## config.mk

```make
export PLATFORM = sky130hd
export DESIGN_NAME = stopwatch_display_flat
export DESIGN_NICKNAME = d
export VERILOG_FILES = /design/src/rtl/stopwatch_display_if.sv /design/src/rtl/stopwatch_display.sv /design/src/flat_wrapper.sv
export SDC_FILE = /design/constraint.sdc
export NUM_CORES = 1
export LEC_CHECK = 0
export ABC_AREA = 1
export CELL_PAD_IN_SITES_DETAIL_PLACEMENT = 1
export CELL_PAD_IN_SITES_GLOBAL_PLACEMENT = 2
export CORE_MARGIN = 1.5
export CORE_UTILIZATION = 38
export CTS_CLUSTER_SIZE = 14
export DETAILED_ROUTE_END_ITERATION = 10
export GPL_ROUTABILITY_DRIVEN = 0
export PLACE_DENSITY = 0.94
export SYNTH_ARGS = -nofsm -noshare
export SYNTH_HDL_FRONTEND = slang
export SYNTH_SLANG_ARGS = --single-unit
```

## constraint.sdc

```tcl
create_clock -name clk -period 10.95 [get_ports clk]
set_input_delay 1.6425 -clock clk [delete_from_list [all_inputs] [get_ports clk]]
set_output_delay 1.6425 -clock clk [all_outputs]
set_load 0.03 [all_outputs]
```

## src/rtl/stopwatch_display_if.sv

```systemverilog
// Port bundle between the stopwatch core side and the display back-end.
// The master drives time and state; the display (slave) drives scan and BCD outputs.
interface stopwatch_display_if;
    logic [7:0]  minute;
    logic [5:0]  seconds;
    logic [1:0]  state;
    logic [3:0]  an;
    logic [6:0]  seg;
    logic        dp;
    logic [15:0] bcd;
    logic        busy;

    modport master (
        output minute, seconds, state,
        input  an, seg, dp, bcd, busy
    );

    modport slave (
        input  minute, seconds, state,
        output an, seg, dp, bcd, busy
    );
endinterface

```

## src/rtl/stopwatch_display.sv

```systemverilog
// MM:SS display back-end: sequential double-dabble BCD conversion of a clamped
// time snapshot, a 4-digit common-anode scan, and a state-dependent colon.
module stopwatch_display #(
    parameter int unsigned REFRESH_DIV = 1000,
    parameter int unsigned BLINK_DIV   = 500000
) (
    input  logic               clk,
    input  logic               reset,
    stopwatch_display_if.slave bus
);
    localparam int unsigned RefW = $clog2(REFRESH_DIV);
    localparam int unsigned BlkW = $clog2(BLINK_DIV);

    typedef enum logic [1:0] {ConvIdle, ConvShift, ConvDone} conv_e;

    conv_e            conv_q, conv_d;
    logic [2:0]       iter_q, iter_d;
    logic [14:0]      min_sr_q, min_sr_d, sec_sr_q, sec_sr_d;
    logic [6:0]       cap_min_q, cap_min_d, cap_sec_q, cap_sec_d;
    logic [6:0]       last_min_q, last_min_d, last_sec_q, last_sec_d;
    logic [15:0]      bcd_q, bcd_d;
    logic             busy_q, busy_d;
    logic [RefW-1:0]  ref_q, ref_d;
    logic [1:0]       idx_q, idx_d;
    logic             scan_on_q, scan_on_d;
    logic [BlkW-1:0]  blink_q, blink_d;
    logic             phase_q, phase_d;
    logic [3:0]       an_q, an_d;
    logic [6:0]       seg_q, seg_d;
    logic             dp_q, dp_d;
    logic [6:0]       min_clamp, sec_clamp;
    logic [3:0]       nibble;

    // One add-3-then-shift step over {tens, ones, binary}.
    function automatic logic [14:0] dabble(input logic [14:0] sr);
        logic [3:0] t;
        logic [3:0] o;
        t = sr[14:11];
        o = sr[10:7];
        if (t >= 4'd5) t = t + 4'd3;
        if (o >= 4'd5) o = o + 4'd3;
        return {t, o, sr[6:0]} << 1;
    endfunction

    function automatic logic [6:0] seg_lut(input logic [3:0] d);
        case (d)
            4'd0:    return 7'h40;
            4'd1:    return 7'h79;
            4'd2:    return 7'h24;
            4'd3:    return 7'h30;
            4'd4:    return 7'h19;
            4'd5:    return 7'h12;
            4'd6:    return 7'h02;
            4'd7:    return 7'h78;
            4'd8:    return 7'h00;
            4'd9:    return 7'h10;
            default: return 7'h7F;
        endcase
    endfunction

    always_comb begin
        min_clamp = (bus.minute > 8'd99) ? 7'd99 : bus.minute[6:0];
        sec_clamp = (bus.seconds > 6'd59) ? 7'd59 : {1'b0, bus.seconds};

        conv_d     = conv_q;
        iter_d     = iter_q;
        min_sr_d   = min_sr_q;
        sec_sr_d   = sec_sr_q;
        cap_min_d  = cap_min_q;
        cap_sec_d  = cap_sec_q;
        last_min_d = last_min_q;
        last_sec_d = last_sec_q;
        bcd_d      = bcd_q;
        busy_d     = busy_q;

        case (conv_q)
            ConvIdle: begin
                if ({min_clamp, sec_clamp} != {last_min_q, last_sec_q}) begin
                    cap_min_d = min_clamp;
                    cap_sec_d = sec_clamp;
                    min_sr_d  = {8'd0, min_clamp};
                    sec_sr_d  = {8'd0, sec_clamp};
                    iter_d    = 3'd0;
                    busy_d    = 1'b1;
                    conv_d    = ConvShift;
                end
            end
            ConvShift: begin
                min_sr_d = dabble(min_sr_q);
                sec_sr_d = dabble(sec_sr_q);
                iter_d   = iter_q + 3'd1;
                if (iter_q == 3'd6) conv_d = ConvDone;
            end
            ConvDone: begin
                bcd_d      = {min_sr_q[14:7], sec_sr_q[14:7]};
                last_min_d = cap_min_q;
                last_sec_d = cap_sec_q;
                busy_d     = 1'b0;
                conv_d     = ConvIdle;
            end
            default: conv_d = ConvIdle;
        endcase

        // The first edge out of reset only switches the scan on, so digit 0 gets a full slot.
        scan_on_d = 1'b1;
        ref_d     = ref_q;
        idx_d     = idx_q;
        if (scan_on_q) begin
            if (ref_q == RefW'(REFRESH_DIV - 1)) begin
                ref_d = '0;
                idx_d = idx_q + 2'd1;
            end else begin
                ref_d = ref_q + 1'b1;
            end
        end

        blink_d = '0;
        phase_d = 1'b0;
        if (bus.state == 2'b10) begin
            if (blink_q == BlkW'(BLINK_DIV - 1)) begin
                phase_d = ~phase_q;
            end else begin
                blink_d = blink_q + 1'b1;
                phase_d = phase_q;
            end
        end

        // Outputs are built from next-state values so they move with the index and new bcd.
        an_d   = ~(4'b0001 << idx_d);
        nibble = bcd_d[{idx_d, 2'b00} +: 4];
        seg_d  = seg_lut(nibble);
        dp_d   = 1'b1;
        if (idx_d == 2'd2) begin
            case (bus.state)
                2'b01:   dp_d = 1'b0;
                2'b10:   dp_d = phase_d;
                default: dp_d = 1'b1;
            endcase
        end
    end

    always_ff @(posedge clk or posedge reset) begin
        if (reset) begin
            conv_q     <= ConvIdle;
            iter_q     <= 3'd0;
            min_sr_q   <= '0;
            sec_sr_q   <= '0;
            cap_min_q  <= '0;
            cap_sec_q  <= '0;
            last_min_q <= '0;
            last_sec_q <= '0;
            bcd_q      <= '0;
            busy_q     <= 1'b0;
            ref_q      <= '0;
            idx_q      <= 2'd0;
            scan_on_q  <= 1'b0;
            blink_q    <= '0;
            phase_q    <= 1'b0;
            an_q       <= 4'hF;
            seg_q      <= 7'h7F;
            dp_q       <= 1'b1;
        end else begin
            conv_q     <= conv_d;
            iter_q     <= iter_d;
            min_sr_q   <= min_sr_d;
            sec_sr_q   <= sec_sr_d;
            cap_min_q  <= cap_min_d;
            cap_sec_q  <= cap_sec_d;
            last_min_q <= last_min_d;
            last_sec_q <= last_sec_d;
            bcd_q      <= bcd_d;
            busy_q     <= busy_d;
            ref_q      <= ref_d;
            idx_q      <= idx_d;
            scan_on_q  <= scan_on_d;
            blink_q    <= blink_d;
            phase_q    <= phase_d;
            an_q       <= an_d;
            seg_q      <= seg_d;
            dp_q       <= dp_d;
        end
    end

    assign bus.an   = an_q;
    assign bus.seg  = seg_q;
    assign bus.dp   = dp_q;
    assign bus.bcd  = bcd_q;
    assign bus.busy = busy_q;
endmodule

```

## src/flat_wrapper.sv

```systemverilog
// flat-port wrapper written by rule: the top's interface ports become plain ports
module stopwatch_display_flat 
#(
    parameter int unsigned REFRESH_DIV = 1000,
    parameter int unsigned BLINK_DIV   = 500000
)
  (clk, reset, bus_minute, bus_seconds, bus_state, bus_an, bus_seg, bus_dp, bus_bcd, bus_busy);
  stopwatch_display_if bus_i ();
  input  logic clk;
  input  logic reset;
  input wire logic [$bits(bus_i.minute)-1:0] bus_minute;
  input wire logic [$bits(bus_i.seconds)-1:0] bus_seconds;
  input wire logic [$bits(bus_i.state)-1:0] bus_state;
  output wire logic [$bits(bus_i.an)-1:0] bus_an;
  output wire logic [$bits(bus_i.seg)-1:0] bus_seg;
  output wire logic [$bits(bus_i.dp)-1:0] bus_dp;
  output wire logic [$bits(bus_i.bcd)-1:0] bus_bcd;
  output wire logic [$bits(bus_i.busy)-1:0] bus_busy;
  assign bus_i.minute = bus_minute;
  assign bus_i.seconds = bus_seconds;
  assign bus_i.state = bus_state;
  assign bus_an = bus_i.an;
  assign bus_seg = bus_i.seg;
  assign bus_dp = bus_i.dp;
  assign bus_bcd = bus_i.bcd;
  assign bus_busy = bus_i.busy;
  stopwatch_display #(.REFRESH_DIV(REFRESH_DIV), .BLINK_DIV(BLINK_DIV)) u_core (.clk(clk), .reset(reset), .bus(bus_i));
endmodule
```

== Word level (Yosys, flattened, before mapping) ==
Memory sizes are Yosys's and may differ from the RTL's. A register that Yosys moved wholly into a read port is not among the register bits.
Cells that the tools add are included.

* Add/subtract/negate cells: 8
* Reduce and logical (&&, ||, !) cells: 7
* Multipliers: 0
* Bitwise logic cells: 2
* Magnitude comparators: 6
* Divide/modulo/power cells: 0
* Shift operators: 2
* Eq/ne operators: 11
* Multiplexer cells: 27

{| class="wikitable"
|+ Operator list
! operator !! count
|-
| 15-bit case mux with 2 select lines || 2
|-
| 19-bit 2-to-1 mux || 2
|-
| 15-bit 2-to-1 mux || 2
|-
| 19-bit by 1-bit adder with 19-bit output (second input constant) || 1
|-
| 19-bit equality test (second input constant) || 1
|-
| 4-bit by 3-bit greater-or-equal comparator with 1-bit output (second input constant) || 4
|-
| 16-bit 2-to-1 mux || 1
|-
| 16-bit by 5-bit variable part select with 4-bit output || 1
|-
| 14-bit != test || 1
|-
| 10-bit by 1-bit adder with 10-bit output (second input constant) || 1
|-
| 10-bit equality test (second input constant) || 1
|-
| 10-bit 2-to-1 mux || 1
|-
| 3-bit 2-to-1 mux || 3
|-
| 4-bit by 2-bit adder with 4-bit output (second input constant) || 2
|-
| 8-bit by 7-bit greater-than comparator with 1-bit output (second input constant) || 1
|-
| 2-bit 2-to-1 mux || 4
|-
| 4-bit 2-to-1 mux || 2
|-
| 2-bit AND reduction || 4
|-
| 7-bit 2-to-1 mux || 1
|-
| 3-bit by 2-bit adder with 3-bit output (second input constant) || 2
|-
| 2-bit equality test (second input constant) || 3
|-
| 6-bit greater-than comparator (second input constant) || 1
|-
| 6-bit 2-to-1 mux || 1
|-
| 3-bit case mux with 2 select lines || 1
|-
| 13 further kinds || 20
|}

* Memory bits (read-only): 112
* Memories kept: 1
* Bits in writable memories: 0
* Word-level logic and storage cells: 81
* Latch bits: 0
* Bits in registers: 118

{| class="wikitable"
|+ Memories
! name !! words !! width !! rd ports !! clocked after Yosys merged registers in !! write ports !! line !! RTL
|-
| (no name shown) || 16 || 7 || 1 || 1 || 0 || stopwatch_display.sv:46 || <nowiki>case (d)</nowiki>
|}

== Logic depth before layout (Yosys ltp) ==
Gate-level depths: netlist of the first run.

* Depth in word-level cells: 5
* Gate-level depth with buffers: 17
* Depth with buffers taken out: 16

== Worst setup path before layout of the first run ==
No wires, ideal clock.

* Kind: input-to-reg
* Start: input port bus_minute[2]
* End: register u_core.min_sr_q[13]
* Arrival: 2.852 ns
* Cell stages on the path: 13
* Path buffers: 2
* Slack: 7.978 ns
* Setup time: 0.120 ns
* Cells stage by stage: nor2_1 nand2_1 nand2_4 nand3_1 or2_1 nand3_1 nor2_1 nand2_2 nand2_2 buf_6 buf_8 nand3_2 nand2_1

* Longest elaborated chain between the ends: 5

{| class="wikitable"
|+ Ends and longest elaborated chain
! what !! line !! RTL
|-
| start, declared || flat_wrapper.sv:11 || <nowiki>input wire logic [$bits(bus_i.minute)-1:0] bus_minute;</nowiki>
|-
| 8-bit by 7-bit greater-than comparator with 1-bit output || stopwatch_display.sv:62 || <nowiki>min_clamp = (bus.minute > 8'd99) ? 7'd99 : bus.minute[6:0];</nowiki>
|-
| 7-bit 2-to-1 mux * || stopwatch_display.sv:62 ||
|-
| 14-bit != test * || stopwatch_display.sv:78 || <nowiki>if ({min_clamp, sec_clamp} != {last_min_q, last_sec_q}) begin</nowiki>
|-
| 2-bit by 1-bit != test with 1-bit output (no line) * || - ||
|-
| 2-bit AND reduction (no line) * || - ||
|-
| end signal, assigned || stopwatch_display.sv:165 || <nowiki>min_sr_q <= min_sr_d;</nowiki>
|-
| end, declared || stopwatch_display.sv:18 || <nowiki>logic [14:0] min_sr_q, min_sr_d, sec_sr_q, sec_sr_d;</nowiki>
|}

Mark *: on every way between the ends. The rest lies on a longest branch, timed or not.
A chain may end at the register's enable or synchronous reset.

== Worst setup path in the final report of the first run ==
* Start: input port bus_seconds[3]
* End: register u_core.min_sr_q[5]

* Longest elaborated chain between the ends: 5

{| class="wikitable"
|+ Ends and longest elaborated chain
! what !! line !! RTL
|-
| start, declared || flat_wrapper.sv:12 || <nowiki>input wire logic [$bits(bus_i.seconds)-1:0] bus_seconds;</nowiki>
|-
| 6-bit greater-than comparator || stopwatch_display.sv:63 || <nowiki>sec_clamp = (bus.seconds > 6'd59) ? 7'd59 : {1'b0, bus.seconds};</nowiki>
|-
| 6-bit 2-to-1 mux * || stopwatch_display.sv:63 ||
|-
| 14-bit != test * || stopwatch_display.sv:78 ||
|-
| 2-bit by 1-bit != test with 1-bit output (no line) * || - ||
|-
| 2-bit AND reduction (no line) * || - ||
|}

Marked as above.

==> results.sh, run 1 <==
export IMPL_synth_ff_type="dfrtp_1"
export IMPL_vdd_drop_max_mv=0.124
export IMPL_start_util_pct=38.9
export IMPL_dpl_hpwl_microns=10400
export IMPL_avgRoutedWirePerCell_microns=14.3
export IMPL_cts_htree_levels=4
export IMPL_post_place_ws_ps=6500
export IMPL_overflow=0
export IMPL_cts_resized=0
export IMPL_cts_tree="yes"
export IMPL_cts_hold_buf=0
export IMPL_crit_start="bus_seconds[3]"
export IMPL_drcViolationCount=0
export IMPL_synthDominantCellAreaShare_pct=43.2
export IMPL_synth_largest_area_cell="dfrtp_1"
export IMPL_slew_headroom_pct=42.2
export IMPL_finalHoldViolCount=0
export IMPL_placed_cells=1029
export IMPL_period_needed_ps=4020
export IMPL_hold_path_class="flop to flop"
export IMPL_ys_ff_latch=123
export IMPL_grt_pass1_vias=5473
export IMPL_avgSynthCellArea_sq_um=8.25
export IMPL_final_period_utilization_pct=36.7
export IMPL_worstSkewPairLatency_ps=420
export IMPL_fillers=1994
export IMPL_yosys_top_cells_area="dfrtp_1, nand2_1, inv_1, nand3_1, dfstp_2"
export IMPL_maxCapViolCount=0
export IMPL_drt_iter0_drc=189
export IMPL_dr_pass1_iters=5
export IMPL_clock_root_buffer="clkbuf_16"
export IMPL_total_power_mw=2.14
export IMPL_setup_tns_ps=0
export IMPL_io_pins=47
export IMPL_min_delay_start="u_core.blink_q[0]"
export IMPL_die_h_microns=133
export IMPL_core_area_sq_um=16500
export IMPL_powerDensity_nw_per_um2=278
export IMPL_cts_made_buffers=17
export IMPL_netlist_instances=779
export IMPL_worstPathArrival_ps=4320
export IMPL_ff2ff_setup_slack_ps=8410
export IMPL_fin_worst_skew_ps=6.75
export IMPL_antenna_found_initial=0
export IMPL_synth_warnings=0
export IMPL_die_w_microns=133
export IMPL_synth_cell_types=40
export IMPL_num_antenna_cells=0
export IMPL_cp_data_required_time_ps=11250
export IMPL_num_nets_final=863
export IMPL_cts_sinks=123
export IMPL_port_buffer_count=46
export IMPL_routed_wl_microns=15100
export IMPL_max_freq_ghz=0.249
export IMPL_synth_nets=814
export IMPL_cp_start_kind="input pin"
export IMPL_rsz0062_at_grt="false"
export IMPL_grt_usage_pct=18.2
export IMPL_async_flop_share_pct=100
export IMPL_yosysSeqAreaShare_pct=48.1
export IMPL_drtAntennaViolNets=0
export IMPL_cpPeakStageDelay_ps=570
export IMPL_hold_worst_slack_ps=466
export IMPL_drive_above_1_share_pct=12.8
export IMPL_vias=5200
export IMPL_slew_violations=0
export IMPL_crit_type="input pin to flop"
export IMPL_status="complete, no violations"
export IMPL_setup_ws_ps=6930
export IMPL_fp_row_count=47
export IMPL_via_per_inst=4.90
export IMPL_crit_chain="clkdlybuf4s50_1 > nand2_2 > o21bai_1 > nor2_1 > nor2_1 > nand3_1 > nor2_2 > nand2_2 > nand2_2 > buf_4 > nand2_1 > nand2_1 > nand2_1"
export IMPL_yosysMostFrequentCell="nand2_1"
export IMPL_post_cts_repair_setup_buffers=0
export IMPL_cp_max_fo=59
export IMPL_static_leakage_power_nw=3.69
export IMPL_grt_pass1_wl_microns=26000
export IMPL_clk_path_buf_depth=2
export IMPL_die_area_sq_um=17700
export IMPL_grt_max_degree=71
export IMPL_critPathSlowestCell="clkdlybuf4s50_1"
export IMPL_tightest_slew_ps=866
export IMPL_syn2layout_area_growth_pct=19.5
export IMPL_ys_top_cells_by_count="nand2_1, dfrtp_1, inv_1, nand3_1, o21ai_0"
export IMPL_synth_area_sq_um=6420
export IMPL_path_clk_slew_ps=50
export IMPL_synth_edff_count=0
export IMPL_setup_viol=0
export IMPL_cp_end_kind="flop"
export IMPL_instances_no_fill=1061
export IMPL_reg2reg_from="u_core.last_sec_q[4]"
worst paths after layout:
path / endpoint / cells past startpoint
max in group asynchronous: u_core.bus.bcd[9] / 3
min reg2reg: u_core.blink_q[0] / 1
max: u_core.min_sr_q[5] / 13
min in group asynchronous: u_core.last_min_q[3] / 2
min: u_core.blink_q[0] / 1
max reg2reg: u_core.min_sr_q[5] / 14
logic make-up (layout without fill, tap and decap cells):
| kind of cell | count (synthesis) | count (layout) | share of synthesized area, % |
|---|---|---|---|
| buffers and inverters | 120 | 182 | 7.75 |
| AOI/OAI and AO/OA | 93 | 93 | 7.77 |
| and+or+nand+nor | 415 | 415 | 31.6 |
| other | 1 | 1 | 0.0584 |
| adders and majority gates | 17 | 17 | 3.31 |
| DFF | 123 | 123 | 48.1 |
| xor gates and xnor gates | 10 | 10 | 1.36 |
per-layer routing:
metal	vias up	track usage, %	share of wire, %
li1	2596	-	-
met1	2536	22.9	46
met2	55	31.6	50
met3	13	3.95	2.5
met4	0	5.07	1.2
met5	-	0	0
power breakdown:
group / internal (mW) / switching [mW] / total, mW
clock: 0.358 / 0.212 / 0.570
combinational: 0.298 / 0.525 / 0.824
sequential: 0.629 / 0.112 / 0.741
total: 1.29 / 0.849 / 2.14
placed cells by master (no fill, tap or decap), drive strengths merged, types with 7 or more instances in the layout:
cell | synthesis | layout
nand2 | 237 | 237
nor2 | 56 | 56
nand4 | 13 | 13
nor3 | 15 | 15
o21ai | 68 | 68
a21oi | 18 | 18
clkdlybuf4s50 | 0 | 46
inv | 99 | 101
clkbuf | 8 | 18
nand3 | 78 | 78
dfstp | 12 | 12
dfrtp | 111 | 111
ha | 17 | 17
xor2 | 7 | 7
stage by stage:
stage	utilization (%)	cell area [sq um]
2_1_floorplan	-	6420
3_3_place_gp	42.8	7080
3_5_place_dp	42.8	7080
4_1_cts	46.5	7680
5_1_grt	46.5	7680
6_report	46.5	7680
worst max-delay path, delay by kind of cell:
kind                   cells  cell delay, ps
AND/OR/NAND/NOR           10            1350
buffers and inverters      2            1080
AO/OA/AOI/OAI              1             220
layout make-up:
| type | count | area, sq um | area share, % |
|---|---|---|---|
| Clock inverter | 14 | 171 | 2.23 |
| Timing Repair Buffer | 51 | 498 | 6.48 |
| Multi-Input combinational cell | 536 | 2840 | 36.9 |
| Sequential cell | 123 | 3090 | 40.3 |
| Inverter | 99 | 377 | 4.90 |
| Tap cell | 220 | 275 | 3.58 |
| Clock buffer | 18 | 429 | 5.59 |
state kept, by name (all words and copies together) (netlist names):
| name | count |
|---|---|
| u_core.bus.an | 4 |
| u_core.iter_q | 3 |
| u_core.last_min_q | 7 |
| u_core.cap_min_q | 7 |
| u_core.bus.dp | 1 |
| u_core.idx_q | 2 |
| u_core.bus.busy | 1 |
| u_core.conv_q | 2 |
| u_core.ref_q | 10 |
| u_core.bus.bcd | 16 |
| u_core.bus.seg | 7 |
| u_core.cap_sec_q | 6 |
| u_core.phase_q | 1 |
| u_core.min_sr_q | 15 |
| u_core.sec_sr_q | 15 |
| u_core.blink_q | 19 |
| u_core.scan_on_q | 1 |
| u_core.last_sec_q | 6 |
No activity file was read; power rests on OpenSTA's default activity.
==> run 2: changes to the inputs <==
--- a/config.mk
+++ b/config.mk
@@ -9,11 +9,11 @@
 export CELL_PAD_IN_SITES_DETAIL_PLACEMENT = 1
 export CELL_PAD_IN_SITES_GLOBAL_PLACEMENT = 2
 export CORE_MARGIN = 1.5
-export CORE_UTILIZATION = 38
+export CORE_UTILIZATION = 32
 export CTS_CLUSTER_SIZE = 14
 export DETAILED_ROUTE_END_ITERATION = 10
 export GPL_ROUTABILITY_DRIVEN = 0
-export PLACE_DENSITY = 0.94
+export PLACE_DENSITY = 0.86
 export SYNTH_ARGS = -nofsm -noshare
 export SYNTH_HDL_FRONTEND = slang
 export SYNTH_SLANG_ARGS = --single-unit
==> constraint.sdc (replaced) <==
create_clock -name clk -period 3.6 [get_ports clk]
set_input_delay 0.54 -clock clk [delete_from_list [all_inputs] [get_ports clk]]
set_output_delay 0.54 -clock clk [all_outputs]
set_load 0.03 [all_outputs]
==> run 2 against run 1 <==
Compared with the run above:
- global-route usage fell by 1.8 points
- sequential power rose to 3.0 times the previous value
- die area rose by 18%
- flip-flop and latch count did not move
- first-iteration DRC count fell by 9.0%
- wire length rose by 3.3%
- sequential share of layout area fell by 0.51 points
- via count fell by 1.8%
- non-clock buffer count rose by 4
- design area rose by 1.3%
==> results.sh, run 2 (same netlist as run 1, synthesis figures left out) <==
export IMPL_start_util_pct=32.8
export IMPL_worstPathArrival_ps=2950
export IMPL_vias=5106
export IMPL_cts_sinks=123
export IMPL_grt_pass1_vias=5455
export IMPL_slew_violations=0
export IMPL_period_needed_ps=2600
export IMPL_crit_type="flop to flop"
export IMPL_avgRoutedWirePerCell_microns=14.1
export IMPL_slew_headroom_pct=40.7
export IMPL_antenna_found_initial=0
export IMPL_stdcell_area_sq_um=7780
export IMPL_powerDensity_nw_per_um2=832
export IMPL_final_common_cell="nand2_1"
export IMPL_cp_start_kind="flop"
export IMPL_cts_hold_buf=0
export IMPL_max_freq_ghz=0.384
export IMPL_grt_max_degree=47
export IMPL_setup_viol=0
export IMPL_cts_resized=0
export IMPL_cts_made_buffers=17
export IMPL_regMostFlops="u_core.blink_q"
export IMPL_drive_above_1_share_pct=13.0
export IMPL_routed_wl_microns=15600
export IMPL_final_period_utilization_pct=72.3
export IMPL_hold_path_class="flop to flop"
export IMPL_drt_iter0_drc=172
export IMPL_path_clk_slew_ps=50
export IMPL_placed_cell_area_sq_um=7190
export IMPL_largest_reg_flops=19
export IMPL_cp_data_required_time_ps=3950
export IMPL_vdd_drop_max_mv=0.364
export IMPL_grt_pass1_wl_microns=26800
export IMPL_cts_tree="yes"
export IMPL_die_h_microns=145
export IMPL_setup_tns_ps=0
export IMPL_num_antenna_cells=0
export IMPL_tightest_slew_ps=888
export IMPL_drtAntennaViolNets=0
export IMPL_fin_worst_skew_ps=10.8
export IMPL_fp_row_count=51
export IMPL_syn2layout_area_growth_pct=21.1
export IMPL_grt_usage_pct=16.4
export IMPL_final_cell_mix="nand2_1, dfrtp_1, inv_1, nand3_1, o21ai_0"
export IMPL_port_buffer_count=46
export IMPL_worstSkewPairLatency_ps=420
export IMPL_post_cts_repair_setup_buffers=0
export IMPL_overflow=0
export IMPL_cp_end_kind="flop"
export IMPL_cp_max_fo=28
export IMPL_die_area_sq_um=20900
export IMPL_drcViolationCount=0
export IMPL_maxCapViolCount=0
export IMPL_hold_worst_slack_ps=462
export IMPL_static_leakage_power_nw=3.72
export IMPL_via_per_inst=4.60
export IMPL_status="complete, no violations"
export IMPL_die_w_microns=145
export IMPL_finalHoldViolCount=0
export IMPL_cts_htree_levels=4
export IMPL_dr_pass1_iters=4
export IMPL_final_util_pct=39.7
export IMPL_num_nets_final=867
export IMPL_rsz0062_at_grt="false"
export IMPL_io_pins=47
export IMPL_clk_path_buf_depth=2
export IMPL_dpl_hpwl_microns=10900
export IMPL_core_area_sq_um=19600
export IMPL_clock_root_buffer="clkbuf_16"
export IMPL_total_power_mw=6.47
## run 2: changes by cell type in the layout (fill, tap and decap cells not counted), sizes merged
cell	change
buf	+4
clkinvlp	-2
inv	-3
clkbuf	+6
bufinv	-1
## run 2: critical path, stage by stage, from the launching register on
cell	delay, ps
dfrtp_1	370
inv_1	80
nand2_1	510
buf_4	390
nand2_1	60
o21ai_0	120
nand3_1	120
nand2_1	70
nor2_2	250
inv_1	110
ha_1	190
inv_1	50
nand2_1	60
nand3_1	100
nand2_2	50
## run 2: path summary, 6_finish.rpt
check / cells past startpoint / endpoint / slack, ps / start
worst max-delay path: 14 / u_core.bus.seg[5] / 1000 / u_core.conv_q[0]
worst min-delay path: 1 / u_core.blink_q[0] / 460 / u_core.blink_q[0]
worst max register to register: 14 / u_core.bus.seg[5] / 1000 / u_core.conv_q[0]
worst min register to register: 1 / u_core.blink_q[0] / 460 / u_core.blink_q[0]
max in group asynchronous: 3 / u_core.bus.seg[5] / 2200 / reset
min in group asynchronous: 2 / u_core.cap_min_q[3] / 630 / reset
## run 2: final cells by class
class,count,area [sq um]
Sequential cell,123,3090
Clock buffer,24,492
Multi-Input combinational cell,536,2840
Tap cell,265,332
Fill cell,2361,11800
Clock inverter,8,93.8
Timing Repair Buffer,55,553
Inverter,99,378
## run 2: stage by stage
| stage | instances | worst slack (ps) |
|---|---|---|
| final | 1110 | 996 |
| after CTS | 1110 | 932 |
| after floorplan | 779 | 1560 |
| after global placement | 1078 | 883 |
| after detailed placement | 1078 | 833 |
| after global routing | 1110 | 688 |
## run 2: metal layers
metal  vias up  global-route usage, %  share of wire, %
met1      2470                   21.4                48
li1       2591                      -                 -
met5         -                      0                 0
met2        37                   27.5                49
met4         0                   4.52              0.61
met3         8                   3.75               2.2
## run 2: power by group
group	internal, mW	switching [mW]	leakage, nW
Combinational	0.916	1.59	1.90
Sequential	1.91	0.346	1.52
Clock	1.09	0.618	0.294
